File: src/rtl/wb_host_master.sv
// Wishbone classic initiator: one valid/ready command becomes one bus cycle,
// and the result comes back on a valid/ready response port. A bus timeout guards against hung slaves.
module wb_host_master #(
    parameter int TIMEOUT = 255
) (
    input  logic        clk_i,
    input  logic        rst_n,
    input  logic        cmd_valid_i,
    output logic        cmd_ready_o,
    input  logic        cmd_we_i,
    input  logic [31:0] cmd_adr_i,
    input  logic [31:0] cmd_dat_i,
    input  logic [3:0]  cmd_sel_i,
    output logic        rsp_valid_o,
    input  logic        rsp_ready_i,
    output logic [31:0] rsp_dat_o,
    output logic        rsp_err_o,
    output logic [31:0] m_wb_dat_o,
    output logic [31:0] m_wb_adr_o,
    output logic [3:0]  m_wb_sel_o,
    output logic        m_wb_we_o,
    output logic        m_wb_cyc_o,
    output logic        m_wb_stb_o,
    input  logic [31:0] m_wb_dat_i,
    input  logic        m_wb_ack_i,
    input  logic        m_wb_err_i
);

    localparam int TW = (TIMEOUT > 0) ? $clog2(TIMEOUT + 1) : 1;

    localparam logic [1:0] S_IDLE = 2'd0;
    localparam logic [1:0] S_BUS  = 2'd1;
    localparam logic [1:0] S_RESP = 2'd2;

    localparam logic [TW-1:0] TIMER_MAX  = {TW{1'b1}};
    localparam logic [TW-1:0] TIMER_LAST = (TIMEOUT > 0) ? TW'(TIMEOUT - 1) : {TW{1'b0}};

    logic [1:0]    state_q, state_d;
    logic          cmd_ready_q, cmd_ready_d;
    logic          rsp_valid_q, rsp_valid_d;
    logic [31:0]   rsp_dat_q, rsp_dat_d;
    logic          rsp_err_q, rsp_err_d;
    logic [31:0]   wb_adr_q, wb_adr_d;
    logic [31:0]   wb_dat_q, wb_dat_d;
    logic [3:0]    wb_sel_q, wb_sel_d;
    logic          wb_we_q, wb_we_d;
    logic          wb_cyc_q, wb_cyc_d;
    logic [TW-1:0] timer_q, timer_d;

    // Word alignment discards the byte offset of the command address.
    logic [1:0] unused_adr_lsb_s;
    assign unused_adr_lsb_s = cmd_adr_i[1:0];

    // Next-state logic for the single-outstanding transaction FSM.
    always_comb begin
        state_d     = state_q;
        cmd_ready_d = cmd_ready_q;
        rsp_valid_d = rsp_valid_q;
        rsp_dat_d   = rsp_dat_q;
        rsp_err_d   = rsp_err_q;
        wb_adr_d    = wb_adr_q;
        wb_dat_d    = wb_dat_q;
        wb_sel_d    = wb_sel_q;
        wb_we_d     = wb_we_q;
        wb_cyc_d    = wb_cyc_q;
        timer_d     = timer_q;
        case (state_q)
            S_IDLE: begin
                cmd_ready_d = 1'b1;
                if (cmd_valid_i && cmd_ready_q) begin
                    wb_adr_d    = {cmd_adr_i[31:2], 2'b00};
                    wb_dat_d    = cmd_dat_i;
                    wb_sel_d    = cmd_sel_i;
                    wb_we_d     = cmd_we_i;
                    wb_cyc_d    = 1'b1;
                    cmd_ready_d = 1'b0;
                    timer_d     = {TW{1'b0}};
                    state_d     = S_BUS;
                end else begin
                    wb_cyc_d = 1'b0;
                end
            end
            S_BUS: begin
                timer_d = (timer_q == TIMER_MAX) ? timer_q : timer_q + TW'(1'b1);
                // ERR takes priority over a simultaneous ACK.
                if (m_wb_err_i) begin
                    wb_cyc_d    = 1'b0;
                    rsp_valid_d = 1'b1;
                    rsp_dat_d   = 32'h0000_0000;
                    rsp_err_d   = 1'b1;
                    state_d     = S_RESP;
                end else if (m_wb_ack_i) begin
                    wb_cyc_d    = 1'b0;
                    rsp_valid_d = 1'b1;
                    rsp_dat_d   = wb_we_q ? 32'h0000_0000 : m_wb_dat_i;
                    rsp_err_d   = 1'b0;
                    state_d     = S_RESP;
                end else if ((TIMEOUT != 0) && (timer_q == TIMER_LAST)) begin
                    wb_cyc_d    = 1'b0;
                    rsp_valid_d = 1'b1;
                    rsp_dat_d   = 32'h0000_0000;
                    rsp_err_d   = 1'b1;
                    state_d     = S_RESP;
                end else begin
                    wb_cyc_d = 1'b1;
                end
            end
            S_RESP: begin
                // The accept is deferred one cycle after the response handshake.
                if (rsp_ready_i) begin
                    rsp_valid_d = 1'b0;
                    cmd_ready_d = 1'b1;
                    state_d     = S_IDLE;
                end else begin
                    rsp_valid_d = 1'b1;
                end
            end
            default: begin
                state_d     = S_IDLE;
                wb_cyc_d    = 1'b0;
                rsp_valid_d = 1'b0;
                cmd_ready_d = 1'b0;
            end
        endcase
    end

    // State and output registers with synchronous active-low reset.
    always_ff @(posedge clk_i) begin
        if (!rst_n) begin
            state_q     <= S_IDLE;
            cmd_ready_q <= 1'b0;
            rsp_valid_q <= 1'b0;
            rsp_dat_q   <= 32'h0000_0000;
            rsp_err_q   <= 1'b0;
            wb_adr_q    <= 32'h0000_0000;
            wb_dat_q    <= 32'h0000_0000;
            wb_sel_q    <= 4'h0;
            wb_we_q     <= 1'b0;
            wb_cyc_q    <= 1'b0;
            timer_q     <= {TW{1'b0}};
        end else begin
            state_q     <= state_d;
            cmd_ready_q <= cmd_ready_d;
            rsp_valid_q <= rsp_valid_d;
            rsp_dat_q   <= rsp_dat_d;
            rsp_err_q   <= rsp_err_d;
            wb_adr_q    <= wb_adr_d;
            wb_dat_q    <= wb_dat_d;
            wb_sel_q    <= wb_sel_d;
            wb_we_q     <= wb_we_d;
            wb_cyc_q    <= wb_cyc_d;
            timer_q     <= timer_d;
        end
    end

    assign cmd_ready_o = cmd_ready_q;
    assign rsp_valid_o = rsp_valid_q;
    assign rsp_dat_o   = rsp_dat_q;
    assign rsp_err_o   = rsp_err_q;
    assign m_wb_adr_o  = wb_adr_q;
    assign m_wb_dat_o  = wb_dat_q;
    assign m_wb_sel_o  = wb_sel_q;
    assign m_wb_we_o   = wb_we_q;
    assign m_wb_cyc_o  = wb_cyc_q;
    assign m_wb_stb_o  = wb_cyc_q;

endmodule
File: config.mk
export PLATFORM = sky130hd
export DESIGN_NAME = wb_host_master
export DESIGN_NICKNAME = d
export VERILOG_FILES = /design/src/rtl/wb_host_master.sv
export SDC_FILE = /design/constraint.sdc
export NUM_CORES = 1
export LEC_CHECK = 0
export CAP_MARGIN = 20
export CORE_MARGIN = 1
export CORE_UTILIZATION = 44
export CTS_CLUSTER_DIAMETER = 60
export DETAILED_ROUTE_END_ITERATION = 16
export GPL_TIMING_DRIVEN = 1
export PLACE_DENSITY = 0.83
export RECOVER_POWER = 100
export SKIP_CTS_REPAIR_TIMING = 1
export SYNTH_ARGS = -nofsm -noshare
export SYNTH_HDL_FRONTEND = slang
export SYNTH_SLANG_ARGS = --single-unit
File: constraint.sdc
create_clock -name clk_i -period 3.12 [get_ports clk_i]
set_input_delay 0.468 -clock clk_i [delete_from_list [all_inputs] [get_ports clk_i]]
set_output_delay 0.468 -clock clk_i [all_outputs]
set_load 0.05 [all_outputs]
-- Yosys cells after proc, flatten, opt, wreduce, memory -nomap -nowiden
Cells that the tools add are included.
- add/subtract/negate cells: 1
- eq/ne operators: 8
- mux-type cells: 28
- bitwise logic cells: 2
- reductions and logical operators: 10
- operator list (cell ; number):
    32-bit 2-to-1 mux ; 4
    8-bit equality test, second input constant ; 2
    8-bit 2-to-1 mux ; 2
    8-bit case mux with 2 select lines ; 1
    1-bit 2-to-1 mux ; 12
    2-bit 2-to-1 mux ; 5
    1-bit case mux with 3 select lines ; 3
    8-bit by 1-bit adder with 8-bit output, second input constant ; 1
    2-bit AND reduction ; 4
    2-bit inequality test, second input constant ; 3
    2-bit case mux with 3 select lines ; 1
    3-bit AND reduction ; 2
    4-bit inequality test, second input constant ; 1
    3-bit nonzero test ; 1
    2-bit by 1-bit equality test with 1-bit output, second input constant ; 1
    2-bit equality test, second input constant ; 1
    2-bit logical NOT ; 1
    1-bit NOT ; 2
    2-bit nonzero test ; 1
    1-bit logical AND ; 1
- register bits after elaboration: 113
- input bits: 107
- output and inout bits: 106
- logic and storage cells: 60

-- Longest topological paths before layout
- depth in word-level cells: 5
- gate-level depth with buffers: 9
- mapped depth without buffers: 6

-- Worst setup path before layout
No wires, ideal clock.
- kind: register to register
- from: register cmd_ready_q, in the netlist cmd_ready_o
- to: register timer_q[2]
- data arrival time: 1.756 ns
- slack: 1.292 ns
- cell stages (with the launch flop): 6
- path buffers: 1
- cell sequence: dfxtp_1 -> nand3_4 -> o21a_1 -> buf_6 -> or4_1 -> a21oi_1
- word-level cells in the longest chain between the ends: 3
- ends and longest elaborated chain (what ; line ; text):
    start: declaration ; 39 ; logic cmd_ready_q, cmd_ready_d;
    start signal: assignment ; 143 ; cmd_ready_q <= cmd_ready_d;
    1-bit logical AND ; 70 ; if (cmd_valid_i && cmd_ready_q) begin
    2-bit inequality test (no source line) ; - ;
    3-bit AND reduction (no source line) ; - ;
    end signal: assignment ; 140 ; timer_q <= {TW{1'b0}};
    end signal: assignment ; 152 ; timer_q <= timer_d;
    end: declaration ; 48 ; logic [TW-1:0] timer_q, timer_d;
No other way between the ends.
A chain may end at the register's enable or synchronous reset.

-- Worst setup path after layout
- from: input rst_n
- to: register wb_cyc_q, in the netlist m_wb_cyc_o
- RTL lines (what ; line ; text):
    start: declaration ; 7 ; input logic rst_n,
    end signal: assignment ; 151 ; wb_cyc_q <= wb_cyc_d;
    end: declaration ; 47 ; logic wb_cyc_q, wb_cyc_d;
No word-level cell between the ends.

==> reports/results.ini <==
[cells_and_area]
diodes=0
drive_gt1_share_pct=5.53
postLayoutCellArea_um2=7170
finish.net_count=840
areaGrowthSynthToFinish_pct=63.2
fin_util_pct=73.7
final_common_cell=nand2_1
most-common-layout-cells=nand2_1, dfxtp_1, dlygate4sd3_1, clkdlybuf4s50_1, a21oi_1

[timing]
worst_slew_pin_slew_ns=1.38
layout_setup_ws_ns=0.526
slew_headroom_pct=7.87
finClkSkew_ns=0.00607
timing.final.crit_share_pct=83.1
setup_tns_ns=0
setup_viol=0
max_clock_freq_mhz=385
hold_viol_final=0
rsz0062_at_grt=no
period_needed_ns=2.59
maxSlewViolCount=0

[global_routing]
grt_pass1_vias=4409
grt-ovfl-total=0
grt_first_pass_wirelength_um=20100
grt_start_max_net_pins=49
grt.total_usage_pct=25.4
antenna_found_initial=0

[die]
die_w_um=102
io_pins=213
fp.dieH_um=102
die-area_um2=10400
fp.coreArea_um2=9730
start_util_pct=45.1
num_rows=36

[detailed_routing]
wl_um=12800
vias_per_cell=5.04
ant_nets=0
first_pass_iters=5
drc=0
drtIter0Drc=112
num_vias=4402
wl_per_cell_um=14.6

[critical_path]
worstSetupPathType=in -> reg
arrival_ns=2.94
critPathRequiredTime_ns=3.46
ff2ff_path_depth=6
path_max_fanout=31
crit_path_end_kind=flop
setup.worst_path.start_class=input port

[yosys]
synth_flop_cell=dfxtp_1
synth_warnings=0
async_flop_share_pct=0
yosysSeqAreaShare_pct=51.5
synth_area_per_cell_um2=8.24
synth-edff-count=0
yosys_register_bits=113
synth_cell_types=37
mappedNetlistArea_um2=4390
synthCells=533

[clocking]
cts_tree=built
cts_inserted_buffers=17
cts_buffer_depth=2
cts-root-buf=clkbuf_8
worst_skew_pair.late_latency_ns=0.52
h-tree-depth=4
clk_pin_slew_ns=0.05
cts_num_sinks=113

[power]
power_mw=5.39
power.leakage_nw=3.05
powerDensity_nw_per_um2=752
ir_drop_mv=0.468

[place]
place_congestion=0.825
io_buffers=208
pre_cts_slack_ns=0.679
placed_area_um2=6530
hpwlAfterDp_um=8980

[run]
cap_violations=0

[hold_path]
hold_path_depth=2
hold_path.class=reg -> reg

[status]
outcome=finished, final reports clean

## registers in the layout, indices dropped and copies added (netlist names)
| register | cells |
|---|---|
| state_q | 2 |
| rsp_dat_o | 32 |
| m_wb_cyc_o | 1 |
| cmd_ready_o | 1 |
| rsp_valid_o | 1 |
| rsp_err_o | 1 |
| timer_q | 8 |
| m_wb_adr_o | 30 |
| m_wb_dat_o | 32 |
| m_wb_sel_o | 4 |
| m_wb_we_o | 1 |
## area by class of cell
| type | instances | area (um2) |
|---|---|---|
| Fill cell | 723 | 2560 |
| Sequential cell | 113 | 2260 |
| Timing Repair Buffer | 215 | 2140 |
| Multi-Input combinational cell | 374 | 1930 |
| Clock buffer | 22 | 463 |
| Clock inverter | 10 | 180 |
| Tap cell | 133 | 166 |
| Inverter | 7 | 26.3 |
## where the power goes
| group | switching, mW | total [mW] | internal, mW |
|---|---|---|---|
| clock network | 0.639 | 2.07 | 1.44 |
| registers | 0.0909 | 1.70 | 1.61 |
| logic | 1.07 | 1.62 | 0.543 |
## metal layers
metal	up-vias	global-route usage (%)	part of all wire [%]
li1	2159	-	-
met1	2033	25.6	37
met2	176	45.5	52
met3	34	9.03	7.7
met4	0	14.1	3.0
met5	-	0	0
## through the flow
step / instances / hold slack [ns]
after floorplan: 534 / 0.452
after global placement: 842 / 0.440
after detailed placement: 842 / 0.447
after CTS: 874 / 0.455
after global routing: 874 / 0.469
final: 874 / 0.450
## cell families (layout without fill, tap and decap cells)
kind of cell	count (synthesis)	after routing	share of synthesized area, %
AO/OA/AOI/OAI	92	92	11.3
flip-flops	113	113	51.5
multiplexers	35	35	7.98
adder cells (fa/ha/maj)	5	5	1.42
AND/OR/NAND/NOR	240	240	22.8
buffers and inverters	47	254	4.90
other	1	2	0.0854
## cell usage after synthesis, drive strengths merged, types with 2 or more instances
cell,number,area share (%)
nand2,207,18
dfxtp,113,52
a21oi,76,8.7
mux2i,35,8.0
clkbuf,26,2.2
buf,14,2.1
inv,7,0.60
ha,5,1.4
nand3,5,0.86
o21ai,5,0.57
or4,5,0.86
nor2,4,0.34
nand4,3,0.43
nor2b,3,0.43
nor3,3,0.34
o31ai,3,0.51
a211oi,2,0.34
and4,2,0.46
nor4,2,0.28
o41ai,2,0.40
or3,2,0.28
## worst paths after layout
path,endpoint,slack (ns),from
max,m_wb_cyc_o$_SDFFE_PN0P_,0.53,rst_n
min,m_wb_dat_o[5]$_SDFFE_PN0N_,0.45,m_wb_dat_o[5]$_SDFFE_PN0N_
max reg2reg,timer_q[1]$_SDFFE_PN0P_,0.81,state_q[1]$_SDFFE_PN0P_
min reg2reg,m_wb_dat_o[5]$_SDFFE_PN0N_,0.45,m_wb_dat_o[5]$_SDFFE_PN0N_
## critical path: stages
cell,delay (ns)
dlygate4sd3_1,0.55
inv_1,0.69
clkbuf_1,1.07
nor3_1,0.15
Note: power is estimated with default switching activity, not from simulation.
